==> config.mk <==
export PLATFORM = sky130hd
export DESIGN_NAME = spi_flash_bitstream_reader
export DESIGN_NICKNAME = d
export VERILOG_FILES = /design/src/rtl/spi_flash_bitstream_reader.sv
export SDC_FILE = /design/constraint.sdc
export NUM_CORES = 1
export LEC_CHECK = 0
export ABC_CLOCK_PERIOD_IN_PS = 2330
export CAP_MARGIN = 20
export CORE_MARGIN = 1.5
export CORE_UTILIZATION = 45
export CTS_CLUSTER_SIZE = 12
export DETAILED_ROUTE_END_ITERATION = 8
export GPL_TIMING_DRIVEN = 0
export PLACE_DENSITY = 0.68
export SLEW_MARGIN = 20
export SYNTH_ARGS = -nofsm -noshare
export SYNTH_HDL_FRONTEND = slang
export SYNTH_SLANG_ARGS = --single-unit
==> constraint.sdc <==
create_clock -name clk -period 2.33 [get_ports clk]
set_input_delay 0.699 -clock clk [delete_from_list [all_inputs] [get_ports clk]]
set_output_delay 0.699 -clock clk [all_outputs]
set_load 0.02 [all_outputs]
==> src/rtl/spi_flash_bitstream_reader.sv <==
// rtl/spi_flash_bitstream_reader.sv - SPI flash read engine that streams the channel FPGA bitstream one bit per clk
// Optional build macro SPI_FAST_READ_EN: uses FAST_READ (8'h0B) with 8 dummy cycles instead of READ (8'h03).
module spi_flash_bitstream_reader #(
    parameter logic [23:0] START_ADDR     = 24'h000000,
    parameter logic [31:0] BIT_LENGTH     = 32'd0,
    parameter int          CS_HIGH_CYCLES = 4
) (
    input  logic clk,
    input  logic reset,
    input  logic read_bitstream,
    output logic bitstream,
    output logic end_bitstream,
    output logic busy,
    output logic spi_cs_n,
    output logic spi_sck_en,
    output logic spi_mosi,
    input  logic spi_miso
);

`ifdef SPI_FAST_READ_EN
    localparam logic [7:0] READ_OPCODE = 8'h0B;
`else
    localparam logic [7:0] READ_OPCODE = 8'h03;
`endif

    localparam logic [3:0] CS_GAP = 4'(CS_HIGH_CYCLES);

    typedef enum logic [2:0] {
        S_IDLE,
        S_CMD,
        S_ADDR,
        S_DUMMY,
        S_DATA,
        S_RELEASE
    } state_t;

    state_t      r_state;
    logic [3:0]  r_gap_cnt;
    logic [4:0]  r_shift_cnt;
    logic [31:0] r_bit_cnt;
    logic [31:0] r_shift;
    logic        r_cs_n;
    logic        r_sck_en;
    logic        r_mosi;
    logic        r_bitstream;
    logic        r_end;
    logic        r_busy;

    assign spi_cs_n      = r_cs_n;
    assign spi_sck_en    = r_sck_en;
    assign spi_mosi      = r_mosi;
    assign bitstream     = r_bitstream;
    assign end_bitstream = r_end;
    assign busy          = r_busy;

    // Transaction sequencer: opcode/address shift-out, optional dummy phase, data capture and release handshake
    always_ff @(posedge clk) begin
        if (reset) begin
            r_state     <= S_IDLE;
            r_gap_cnt   <= CS_GAP;
            r_shift_cnt <= 5'd0;
            r_bit_cnt   <= 32'd0;
            r_shift     <= 32'd0;
            r_cs_n      <= 1'b1;
            r_sck_en    <= 1'b0;
            r_mosi      <= 1'b0;
            r_bitstream <= 1'b1;
            r_end       <= 1'b0;
            r_busy      <= 1'b0;
        end else begin
            case (r_state)
                S_IDLE: begin
                    r_cs_n      <= 1'b1;
                    r_sck_en    <= 1'b0;
                    r_mosi      <= 1'b0;
                    r_bitstream <= 1'b1;
                    r_end       <= 1'b0;
                    if (r_gap_cnt != 4'hF) begin
                        r_gap_cnt <= r_gap_cnt + 4'd1;
                    end
                    if (read_bitstream && (r_gap_cnt >= CS_GAP)) begin
                        r_state     <= S_CMD;
                        r_busy      <= 1'b1;
                        r_cs_n      <= 1'b0;
                        r_sck_en    <= 1'b1;
                        r_mosi      <= READ_OPCODE[7];
                        r_shift     <= {READ_OPCODE[6:0], START_ADDR, 1'b0};
                        r_shift_cnt <= 5'd7;
                    end
                end

                S_CMD, S_ADDR, S_DUMMY, S_DATA: begin
                    if (!read_bitstream) begin
                        // Requester gave up: deselect the flash at once, no end pulse
                        r_state     <= S_RELEASE;
                        r_cs_n      <= 1'b1;
                        r_sck_en    <= 1'b0;
                        r_mosi      <= 1'b0;
                        r_bitstream <= 1'b1;
                        r_end       <= 1'b0;
                        r_gap_cnt   <= 4'd0;
                    end else begin
                        case (r_state)
                            S_CMD: begin
                                // The last opcode edge already launches the first address bit
                                r_mosi  <= r_shift[31];
                                r_shift <= {r_shift[30:0], 1'b0};
                                if (r_shift_cnt == 5'd0) begin
                                    r_state     <= S_ADDR;
                                    r_shift_cnt <= 5'd23;
                                end else begin
                                    r_shift_cnt <= r_shift_cnt - 5'd1;
                                end
                            end
                            S_ADDR: begin
                                if (r_shift_cnt == 5'd0) begin
                                    r_mosi <= 1'b0;
`ifdef SPI_FAST_READ_EN
                                    r_state     <= S_DUMMY;
                                    r_shift_cnt <= 5'd7;
`else
                                    r_state   <= S_DATA;
                                    r_bit_cnt <= BIT_LENGTH - 32'd1;
`endif
                                end else begin
                                    r_mosi      <= r_shift[31];
                                    r_shift     <= {r_shift[30:0], 1'b0};
                                    r_shift_cnt <= r_shift_cnt - 5'd1;
                                end
                            end
                            S_DUMMY: begin
                                r_mosi <= 1'b0;
                                if (r_shift_cnt == 5'd0) begin
                                    r_state   <= S_DATA;
                                    r_bit_cnt <= BIT_LENGTH - 32'd1;
                                end else begin
                                    r_shift_cnt <= r_shift_cnt - 5'd1;
                                end
                            end
                            default: begin
                                // DATA: one registered flash bit per cycle; the final bit carries the end pulse
                                r_mosi      <= 1'b0;
                                r_bitstream <= spi_miso;
                                if (r_bit_cnt == 32'd0) begin
                                    r_state   <= S_RELEASE;
                                    r_end     <= 1'b1;
                                    r_cs_n    <= 1'b1;
                                    r_sck_en  <= 1'b0;
                                    r_gap_cnt <= 4'd0;
                                end else begin
                                    r_bit_cnt <= r_bit_cnt - 32'd1;
                                end
                            end
                        endcase
                    end
                end

                default: begin
                    // RELEASE: hold off until the request drops so a held level never retriggers
                    r_cs_n      <= 1'b1;
                    r_sck_en    <= 1'b0;
                    r_mosi      <= 1'b0;
                    r_bitstream <= 1'b1;
                    r_end       <= 1'b0;
                    r_gap_cnt   <= 4'd0;
                    if (!read_bitstream) begin
                        r_state <= S_IDLE;
                        r_busy  <= 1'b0;
                    end
                end
            endcase
        end
    end

endmodule

==> Word-level counts from Yosys, hierarchy flattened <==
Cells that the tools add are included.
{ "word_totals": {"wordCells": 99, "output_inout_bits": 6, "reg_bits": 82} }
{ "op_classes": {"n_eq_ne": 21, "n_bitwise": 4, "order_cmp": 1, "n_mux": 42, "n_reduce_logical": 17, "addsub": 3} }
{ "op_table": {"columns": ["op", "count"], "rows": [
  ["$pmux 32 s2", 3],
  ["$mux 32", 5],
  ["$logic_not 32->1", 1],
  ["$sub 32x1->32 const B", 1],
  ["$mux 5", 4],
  ["$pmux 5 s2", 2],
  ["$reduce_and 5->1", 4],
  ["$mux 3", 6],
  ["$ne 3x3->1 const B", 6],
  ["$mux 4", 4],
  ["$ne 4x4->1 const B", 3],
  ["$pmux 3 s2", 2],
  ["$mux 1", 11],
  ["$ne 2x2->1 const B", 4],
  ["$pmux 1 s2", 4],
  ["$pmux 4 s2", 1],
  ["$eq 3x2->1 const B", 2],
  ["$reduce_and 3->1", 2],
  ["$reduce_or 3->1", 2],
  ["$logic_not 5->1", 1],
  ["$ne 5x5->1 const B", 1],
  ["$sub 5x1->5 const B", 1],
  ["$add 4x1->4 const B", 1],
  ["$ge 4x3->1 const B", 1],
  ["11 further kinds", 16]
]} }

==> Longest topological paths before layout <==
Gate-level depths: netlist of the first run.
{ "depth": {"depth_word": 5, "ltp_mapped": 9, "ltp_nobuf": 8} }

==> Worst setup path after synthesis of the first run <==
Ideal clock, no wire load.
{ "synth_timing": {"kind": "reg2reg", "from": "register r_bit_cnt[0]", "to": "register r_bit_cnt[4]", "required_time_ps": 2198, "n_path_buf": 1, "path_slack_ps": -168, "path_stages_with_launch": 10, "arrival_time_ps": 2366, "period_less_slack_ps": 2498, "setup_time_ps": 132, "cell_sequence": "dfxtp_1 inv_1 ha_1 or4b_4 or3_1 buf_6 nor4_1 nor3_1 xnor2_1 a21oi_1"} }
{ "synth_via": {"elab_chain_len": 3, "word_cells_on_any_way": 6, "classes_between": "1 x add/sub; 1 x eq/ne; 2 x mux; 2 x reduce/logical"} }
{ "synth_rtl": {"columns": ["item", "line_no", "text"], "rows": [
  ["start, declared", "40", "logic [31:0] r_bit_cnt;"],
  ["start signal, assigned", "123", "r_bit_cnt <= BIT_LENGTH - 32'd1;"],
  ["start signal, assigned", "135", "r_bit_cnt <= BIT_LENGTH - 32'd1;"],
  ["start signal, assigned", "151", "r_bit_cnt <= r_bit_cnt - 32'd1;"],
  ["$sub 32x1->32 or $logic_not 32->1 (tied branches)", "151, 144", null],
  ["$mux 32 or $ne 2x2->1 (tied branches)", null, null],
  ["$pmux 32 s2 or $reduce_and 5->1 (tied branches)", null, null]
]} }
Several ways; a longest one is shown, not always the timed one. The select of a mux whose other input is x is not followed.
A chain may end at the register's enable or synchronous reset.

==> Worst setup path after layout of the first run <==
{ "layout_timing": {"from": "register r_bit_cnt[0]", "to": "register r_gap_cnt[1]"} }
{ "layout_via": {"elab_chain_len": 3} }
{ "layout_rtl": {"columns": ["item", "line_no", "text"], "rows": [
  ["$logic_not 32->1", "144", "if (r_bit_cnt == 32'd0) begin"],
  ["$ne 3x3->1 (no line)", null, null],
  ["$reduce_and 3->1 (no line)", null, null],
  ["end signal, assigned", "79", "r_gap_cnt <= r_gap_cnt + 4'd1;"],
  ["end, declared", "38", "logic [3:0] r_gap_cnt;"]
]} }
No other way between the ends.

==> results.yml, run 1 <==
final_layout:
  layout.nets: 386
  fin_cells: 461
  register_area_sq_um: 1140
  final_util_pct: 58.4
  multiInputGateArea_sq_um: 1950
  areaGrowthSynthToFinish_pct: 26.6
  n_antenna_cell: 0
  post_route_cells_drive_above_1_share_pct: 22.1
  fillers: 560
logic_synthesis:
  synth-seq-cells: 57
  synth_edf_count: 0
  syn_inst: 350
  syn_area_sq_um: 2910
  ys_seq_area_share_pct: 39.2
  yosysWarningCount: 0
  ys_types: 56
  synth_flop_cell: "dfxtp_1"
  async_flop_share_pct: 0
  syn_area_per_cell_sq_um: 8.33
  synth_nets: 357
flow_run:
  maxCapViolCount: 0
worst_hold_path:
  hp-start: "r_shift[28]"
  whs_endpoint: "r_shift[28]"
  hold_depth: 2
  hold_class: "reg -> reg"
global_routing:
  antenna_found_initial: 0
  grt_overflow: 0
  grt_pass1_wl_microns: 12400
  grt_max_degree: 12
  first_global_vias: 2577
  grt_use_total_pct: 22.3
clocking:
  cts_tree: "done"
  clock_latency_ns: 0.35
  numCtsBuffers: 9
  cts_buffer_depth: 2
  root_buffer: "clkbuf_8"
  clock_tree.htree_level_count: 3
  cts.sinks: 57
  path_clk_slew_ns: 0.07
placed_design:
  hpwl_microns: 4650
  port_buffers: 8
  dpl_worst_slack_ns: -0.412
  dp_cells: 435
  gp_congestion: 0.826
timing:
  worst_slew_pin_slew_ns: 0.719
  fin_crit_ns: 2.41
  final.setup.tns_ns: -0.437
  setup_violations: 10
  fin_crit_sh_pct: 104
  finalHoldViolations: 0
  drv_slew: 0
  worst_slack_ns: -0.0848
  finalClockSkew_ns: 0.00818
  rsz0062_at_grt: "true"
  fmax_mhz: 414
  max_slew_margin_pct: 51.7
worst_setup_path:
  rrSetupSlack_ns: -0.08
  setup.worst_path.class: "reg -> reg"
  worstPathArrival_ns: 2.63
  end_kind: "flop"
  critical_path.max_stage_delay_ns: 0.47
  critical_path.top_delay_family: "simple AND/OR/NAND/NOR gates"
  cp_max_fo: 5
  start_kind: "flop"
  crit_chain: "inv_2, ha_4, or4b_4, or3_4, or3_4, a21oi_4, nand2b_4, a21oi_2"
  critPathBufInv: 1
  path_common_cell: "or3_4"
  crit_required_ns: 2.54
  slowest_stage: "or4b_4"
  r2r-end: "r_gap_cnt[1]"
  ff2ff_path_depth: 8
  r2r_start: "r_bit_cnt[0]"
detailed_routing:
  dr.first_iter.drc_count: 185
  wl_per_cell_microns: 16.5
  drt-pass1-iter-count: 5
  ant_nets: 0
  vias: 2771
  post_drt_via_cell_ratio: 6.01
  drc: 0
  finalWirelength_microns: 7620
run_status:
  violations: "setup timing"
  status: "finished, violations left"
power:
  p_leak_nw: 1.31
  ir_worst_vdd_mv: 0.929
  total_power_mw: 6.01
  powerDensity_nw_per_um2: 1630
floorplan:
  initial_core_util_pct: 46.2
  die_y_microns: 83.5
  dieWidth_microns: 83.5
  pin_count: 10
  dieArea_sq_um: 6970
  coreArea_sq_um: 6310
  num_rows: 29
Yosys cell counts, types with 3 or more instances:
cell      instances  area share [%]
a311oi_1          3            0.90
nor2_1           29             3.7
nor3b_1           3            0.77
o21ai_0           9             1.5
inv_1             7            0.90
xnor2_1          30             9.0
nand2_1          25             3.2
or2_2             3            0.64
or3_1             7             1.5
clkbuf_1         17             2.2
nor3_1           26             4.5
nor4_1           12             2.6
a21oi_1          43             7.4
dfxtp_1          57              39
or4_1             4             1.0
nand3_1          13             2.2
a211oi_1          3            0.77
ha_1              3             1.3
nand2b_1          6             1.3
worst register-to-register path, delay by kind of cell (launching register included):
family	cells	cell delay, ns
simple gates	4	1.52
fa+ha+maj	1	0.13
flops	1	0.33
compound gates	2	0.26
buf+inv	1	0.06
per-stage QoR:
step	hold slack, ns	area, sq um
floorplan	0.432	2930
CTS	0.460	3530
detailed placement	0.449	3110
finish	0.458	3690
global placement	0.441	3110
global route	0.481	3690
what timing repair did:
| action | 4_1_cts | 5_1_grt |
|---|---|---|
| gates resized for setup | 27 | 34 |
| pin swaps | 14 | 14 |
| setup buffers | 9 | 2 |
| endpoints found under the hold margin | 0 | 0 |
| cloned | 1 | 0 |
| setup endpoints to repair | 41 | 50 |
| hold buffers | 0 | 0 |
layer usage:
| metal | GRT usage (%) | vias to the layer above | part of all wire [%] |
|---|---|---|---|
| li1 | - | 1333 | - |
| met1 | 30.7 | 1336 | 47 |
| met2 | 33.6 | 83 | 46 |
| met3 | 3.36 | 19 | 4.1 |
| met4 | 12.2 | 0 | 2.8 |
| met5 | 0 | - | 0 |
report_power, final:
part / total [mW] / switching (mW) / internal (mW)
sequential: 1.33 / 0.175 / 1.15
combinational: 3.64 / 2.15 / 1.49
clock: 1.04 / 0.444 / 0.599
total: 6.01 / 2.77 / 3.24
registers in the layout, summed over array words and instances (netlist names):
name and count:
bitstream 1, busy 1, end_bitstream 1, r_bit_cnt 32, r_gap_cnt 4, r_shift 7, r_shift_cnt 5, r_state 3
spi_cs_n 1, spi_mosi 1, spi_sck_en 1
logic make-up after synthesis:
kind of cell    count (synthesis)  synth area share (%)
compound gates                 81                  17.2
flops                          57                  39.2
fa+ha+maj                       3                  1.29
simple gates                  149                  28.6
buf+inv                        27                  3.82
mux                             1                 0.344
xor+xnor                       32                  9.62
cells in the final DEF (no fill, tap or decap), types with 3 or more instances in the layout:
cell type,Yosys,final
nor3b_1,3,3
nor2_1,29,28
nand3_1,13,13
o21ai_0,9,8
dfxtp_1,57,55
clkbuf_8,0,9
clkinvlp_4,0,4
clkdlybuf4s50_1,0,8
nor4_2,0,5
nor4_4,2,7
nor3_2,1,6
xnor2_1,30,29
buf_6,1,3
or2_2,3,3
inv_1,7,5
or3_1,7,6
nor3_4,0,3
nand2_1,25,24
buf_4,0,9
clkbuf_1,17,12
a21oi_1,43,42
a211oi_1,3,3
a311oi_1,3,3
nor3_1,26,18
nand2b_1,6,5
layout make-up:
| type | instances | area share (%) |
|---|---|---|
| inverters | 7 | 0.712 |
| well taps | 77 | 2.61 |
| repair buffers | 19 | 4.72 |
| clock buffers | 9 | 3.36 |
| clock inverters | 7 | 2.58 |
| flip-flops and latches | 57 | 31.0 |
| plain buffers | 18 | 2.17 |
| multi-input cells | 267 | 52.8 |
how the worst max path moves through the flow:
stage | slack [ns] | start | depth (start not counted) | end
after floorplan | 0.005 | r_bit_cnt[1] | 9 | r_gap_cnt[0]
after global placement | -0.43 | r_bit_cnt[12] | 7 | r_state[2]
after detailed placement | -0.41 | r_bit_cnt[12] | 6 | r_bit_cnt[23]
after CTS | -0.11 | r_bit_cnt[0] | 8 | r_gap_cnt[1]
after global routing | -0.14 | r_bit_cnt[0] | 10 | r_bit_cnt[9]
final | -0.08 | r_bit_cnt[0] | 8 | r_gap_cnt[1]
Note: power is estimated with default switching activity, not from simulation.
==> inputs of run 2 (changes only) <==
--- a/config.mk
+++ b/config.mk
@@ -13,6 +13,7 @@
 export DETAILED_ROUTE_END_ITERATION = 8
 export GPL_TIMING_DRIVEN = 0
 export PLACE_DENSITY = 0.68
+export SETUP_SLACK_MARGIN = 0.2
 export SLEW_MARGIN = 20
 export SYNTH_ARGS = -nofsm -noshare
 export SYNTH_HDL_FRONTEND = slang
==> results.yml, run 2 (synthesized netlist as in run 1, its figures left out) <==
floorplan:
  pin_count: 10
  dieArea_sq_um: 6970
  dieWidth_microns: 83.5
  die_y_microns: 83.5
  num_rows: 29
  initial_core_util_pct: 46.2
  coreArea_sq_um: 6310
detailed_routing:
  drt-pass1-iter-count: 5
  wl_per_cell_microns: 18.5
  finalWirelength_microns: 8890
  dr.first_iter.drc_count: 191
  post_drt_via_cell_ratio: 6.09
  ant_nets: 0
  drc: 0
  vias: 2931
final_layout:
  fillers: 499
  layout_common_cells: "52 x dfxtp_1, 41 x a21oi_1, 27 x xnor2_1"
  areaGrowthSynthToFinish_pct: 44.1
  post_route_cells_drive_above_1_share_pct: 34.9
  reg_top3: "r_bit_cnt: 32 flops, r_shift: 7 flops, r_shift_cnt: 5 flops"
  layout.nets: 406
  regMostFlops: "r_bit_cnt"
  largest_reg_flops: 32
  layout_commonest_cell: "dfxtp_1"
  n_antenna_cell: 0
clocking:
  cts_tree: "done"
  clock_tree.htree_level_count: 3
  numCtsBuffers: 9
  cts_buffer_depth: 2
  path_clk_slew_ns: 0.07
  cts.sinks: 57
  root_buffer: "clkbuf_8"
  clock_latency_ns: 0.34
worst_setup_path:
  start_kind: "flop"
  cp_max_fo: 6
  crit_required_ns: 2.54
  end_kind: "flop"
  worstPathArrival_ns: 2.72
  setup.worst_path.class: "reg -> reg"
global_routing:
  antenna_found_initial: 0
  first_global_vias: 2829
  grt_overflow: 0
  grt_max_degree: 11
  grt_use_total_pct: 24.4
  grt_pass1_wl_microns: 13500
placed_design:
  hpwl_microns: 4800
  port_buffers: 8
  gp_congestion: 0.858
flow_run:
  maxCapViolCount: 0
timing:
  worst_slack_ns: -0.183
  final.setup.tns_ns: -1.91
  rsz0062_at_grt: "true"
  finalClockSkew_ns: 0.00634
  fmax_mhz: 398
  setup_violations: 19
  worst_slew_pin_slew_ns: 0.809
  max_slew_margin_pct: 45.7
  fin_crit_sh_pct: 108
  finalHoldViolations: 0
  drv_slew: 0
  fin_crit_ns: 2.51
run_status:
  status: "finished, violations left"
  violations: "setup timing"
worst_hold_path:
  hold_class: "reg -> reg"
==> run 2: worst paths after layout <==
path / slack [ns] / endpoint / cells past startpoint / from
worst max register to register: -0.18 / r_bit_cnt[8] / 12 / r_bit_cnt[1]
worst min register to register: 0.46 / r_shift[29] / 2 / r_shift[29]
worst min-delay path: 0.46 / r_shift[29] / 2 / r_shift[29]
worst max-delay path: -0.18 / r_bit_cnt[8] / 12 / r_bit_cnt[1]
==> run 2: routing by layer <==
metal  vias up  track usage [%]  part of all wire [%]
met5         -                0                     0
met4         0             14.6                   3.7
met3        37             4.25                   4.8
met2       116             40.8                    50
met1      1406             29.5                    41
li1       1372                -                     -
==> run 2: area by class of cell <==
class	count	area, sq um	area share (%)
buffer	20	133	3.16
clock buffer	14	183	4.35
clock inverter	2	10.0	0.238
inverter	7	26.3	0.626
multi-input combinational	267	2240	53.4
sequential	57	1150	27.3
tap	77	96.3	2.30
timing repair buffer	37	360	8.58
==> run 2: critical path, cell delays in order, from the launching register on <==
cell	delay [ns]
dfxtp_2	0.32
inv_2	0.06
ha_4	0.14
or4b_4	0.48
or3_4	0.36
buf_8	0.15
buf_4	0.14
nor4_4	0.15
buf_6	0.19
buf_12	0.11
nor3_4	0.03
xnor2_1	0.17
a21oi_1	0.08
==> run 2: what timing repair did <==
| action | 4_1_cts | 5_1_grt |
|---|---|---|
| resized for setup | 70 | 43 |
| pin swaps | 41 | 35 |
| hold buffers | 0 | 0 |
| buffers inserted | 20 | 9 |
| gates cloned | 2 | 0 |
| setup endpoints to repair | 48 | 47 |
==> run 2: through the flow <==
| stage | cells | setup WS [ns] | area (sq um) | util [%] | hold WS (ns) |
|---|---|---|---|---|---|
| 2_1_floorplan | 350 | 0.0424 | 3040 | - | 0.432 |
| 3_3_place_gp | 435 | -0.301 | 3220 | 51.0 | 0.441 |
| 3_5_place_dp | 435 | -0.295 | 3220 | 51.0 | 0.446 |
| 4_1_cts | 473 | -0.0375 | 3930 | 62.2 | 0.457 |
| 5_1_grt | 481 | -0.258 | 4200 | 66.5 | 0.472 |
| 6_report | 481 | -0.183 | 4200 | 66.5 | 0.456 |
Power of run 2 is left out: the tool's default activity adds up to more than one toggle a clock period on the data nets, which glitch-free logic cannot reach.
==> inputs of run 3 (changes only) <==
--- a/config.mk
+++ b/config.mk
@@ -5,7 +5,7 @@
 export SDC_FILE = /design/constraint.sdc
 export NUM_CORES = 1
 export LEC_CHECK = 0
-export ABC_CLOCK_PERIOD_IN_PS = 2330
+export ABC_CLOCK_PERIOD_IN_PS = 2100
 export CAP_MARGIN = 20
 export CORE_MARGIN = 1.5
 export CORE_UTILIZATION = 45
==> constraint.sdc (replaced) <==
create_clock -name clk -period 2.1 [get_ports clk]
set_input_delay 0.63 -clock clk [delete_from_list [all_inputs] [get_ports clk]]
set_output_delay 0.63 -clock clk [all_outputs]
set_load 0.02 [all_outputs]
==> results.yml, run 3 (synthesized netlist as in run 1, its figures left out) <==
worst_setup_path:
  ff2ff_path_depth: 9
  cp_max_fo: 7
  setup.worst_path.class: "reg -> reg"
  start_kind: "flop"
  crit_required_ns: 2.32
  end_kind: "flop"
  worstPathArrival_ns: 2.66
detailed_routing:
  post_drt_via_cell_ratio: 5.75
  dr.first_iter.drc_count: 90
  wl_per_cell_microns: 16.8
  drt-pass1-iter-count: 4
  ant_nets: 0
  finalWirelength_microns: 8090
  drc: 0
  vias: 2773
power:
  swShare_pct: 44.4
  p_leak_nw: 1.51
  powerDensity_nw_per_um2: 1950
  internal_power_mw: 4.57
  p_clk_share_pct: 15.8
  p_comb_share_pct: 66.2
  ir_worst_vdd_mv: 1.09
  switching_power_mw: 3.65
  p_seq_share_pct: 18.0
worst_hold_path:
  hold_class: "reg -> reg"
  hold_depth: 2
placed_design:
  hpwl_microns: 4850
  dpl_worst_slack_ns: -0.534
  gp_congestion: 0.903
  port_buffers: 8
clocking:
  clock_tree.htree_level_count: 3
  path_clk_slew_ns: 0.07
  clock_latency_ns: 0.36
  root_buffer: "clkbuf_8"
  ctsHoldBuffers: 0
  cts_buffer_depth: 2
  cts_tree: "done"
  cts.sinks: 57
  numCtsBuffers: 9
final_layout:
  reg_top3: "r_bit_cnt: 32 flops, r_shift: 7 flops, r_shift_cnt: 5 flops"
  areaGrowthSynthToFinish_pct: 44.8
  layout_commonest_cell: "dfxtp_1"
  fillers: 508
  layout.nets: 407
  regMostFlops: "r_bit_cnt"
  layout_common_cells: "49 x dfxtp_1, 42 x a21oi_1, 27 x xnor2_1"
  largest_reg_flops: 32
  final_util_pct: 66.8
  n_antenna_cell: 0
  post_route_cells_drive_above_1_share_pct: 36.8
global_routing:
  grt_pass1_wl_microns: 13300
  grt_use_total_pct: 24.0
  grt_max_degree: 11
  first_global_vias: 2833
  antenna_found_initial: 0
  grt_overflow: 0
run_status:
  violations: "setup timing"
  status: "finished, violations left"
timing:
  drv_slew: 0
  finalHoldViolations: 0
  setup_violations: 42
  worst_slew_pin_slew_ns: 0.783
  worst_slack_ns: -0.339
  fin_crit_sh_pct: 116
  fin_crit_ns: 2.44
  max_slew_margin_pct: 47.4
  fmax_mhz: 410
  rsz0062_at_grt: "true"
  finalClockSkew_ns: 0.00821
floorplan:
  die_y_microns: 83.5
  dieWidth_microns: 83.5
  pin_count: 10
  coreArea_sq_um: 6310
  num_rows: 29
  initial_core_util_pct: 46.2
  dieArea_sq_um: 6970
flow_run:
  maxCapViolCount: 0
run 3: per-stage QoR:
step                hold slack, ns  instances  TNS (ns)  power (mW)  instance area (sq um)
floorplan                    0.432        350     -2.57        3.96                   3110
global placement             0.443        435    -14.66        4.54                   3290
detailed placement           0.450        435    -16.07        4.54                   3290
CTS                          0.460        476     -5.39        7.69                   4030
global route                 0.473        482     -9.47        8.62                   4220
finish                       0.457        482     -6.33        8.21                   4220
run 3: final timing paths:
path	startpoint	to	slack, ns
max	r_bit_cnt[1]	r_bit_cnt[9]	-0.34
min	r_shift[31]	r_shift[31]	0.46
max reg2reg	r_bit_cnt[1]	r_bit_cnt[9]	-0.34
min reg2reg	r_shift[31]	r_shift[31]	0.46
run 3: power groups by stage:
stage          clock network, mW  registers [mW]  logic [mW]
2_1_floorplan                  0            1.46        2.50
3_3_place_gp                   0            1.46        3.07
3_5_place_dp                   0            1.47        3.07
4_1_cts                     1.30            1.46        4.93
5_1_grt                     1.35            1.51        5.77
6_report                    1.30            1.48        5.44
run 3: critical path: stages (launching register included):
cell     delay (ns)
dfxtp_2        0.32
inv_2          0.06
ha_4           0.13
or4b_4         0.46
or3_4          0.35
buf_8          0.15
nor4_4         0.43
nor3_2         0.11
xnor2_1        0.20
a21oi_1        0.09
run 3: area by class of cell:
class	instances	area (sq um)	share of cell area [%]
Tap cell	77	96.3	2.28
Buffer	20	136	3.23
Timing Repair Buffer	39	375	8.89
Clock buffer	11	141	3.35
Multi-Input combinational cell	266	2190	51.9
Sequential cell	57	1150	27.3
Inverter	7	26.3	0.623
Clock inverter	5	103	2.43
run 3: what timing repair did:
item | CTS | global route
endpoints found under the setup margin | 60 | 55
pin swaps | 54 | 37
resized for setup | 72 | 38
gates cloned | 1 | 0
buffers inserted | 24 | 6
run 3: routing by layer:
metal	GRT usage (%)	share of wire (%)
met3	8.11	4.2
met5	0	0
met4	9.24	1.6
met2	40.7	51
met1	28.1	43
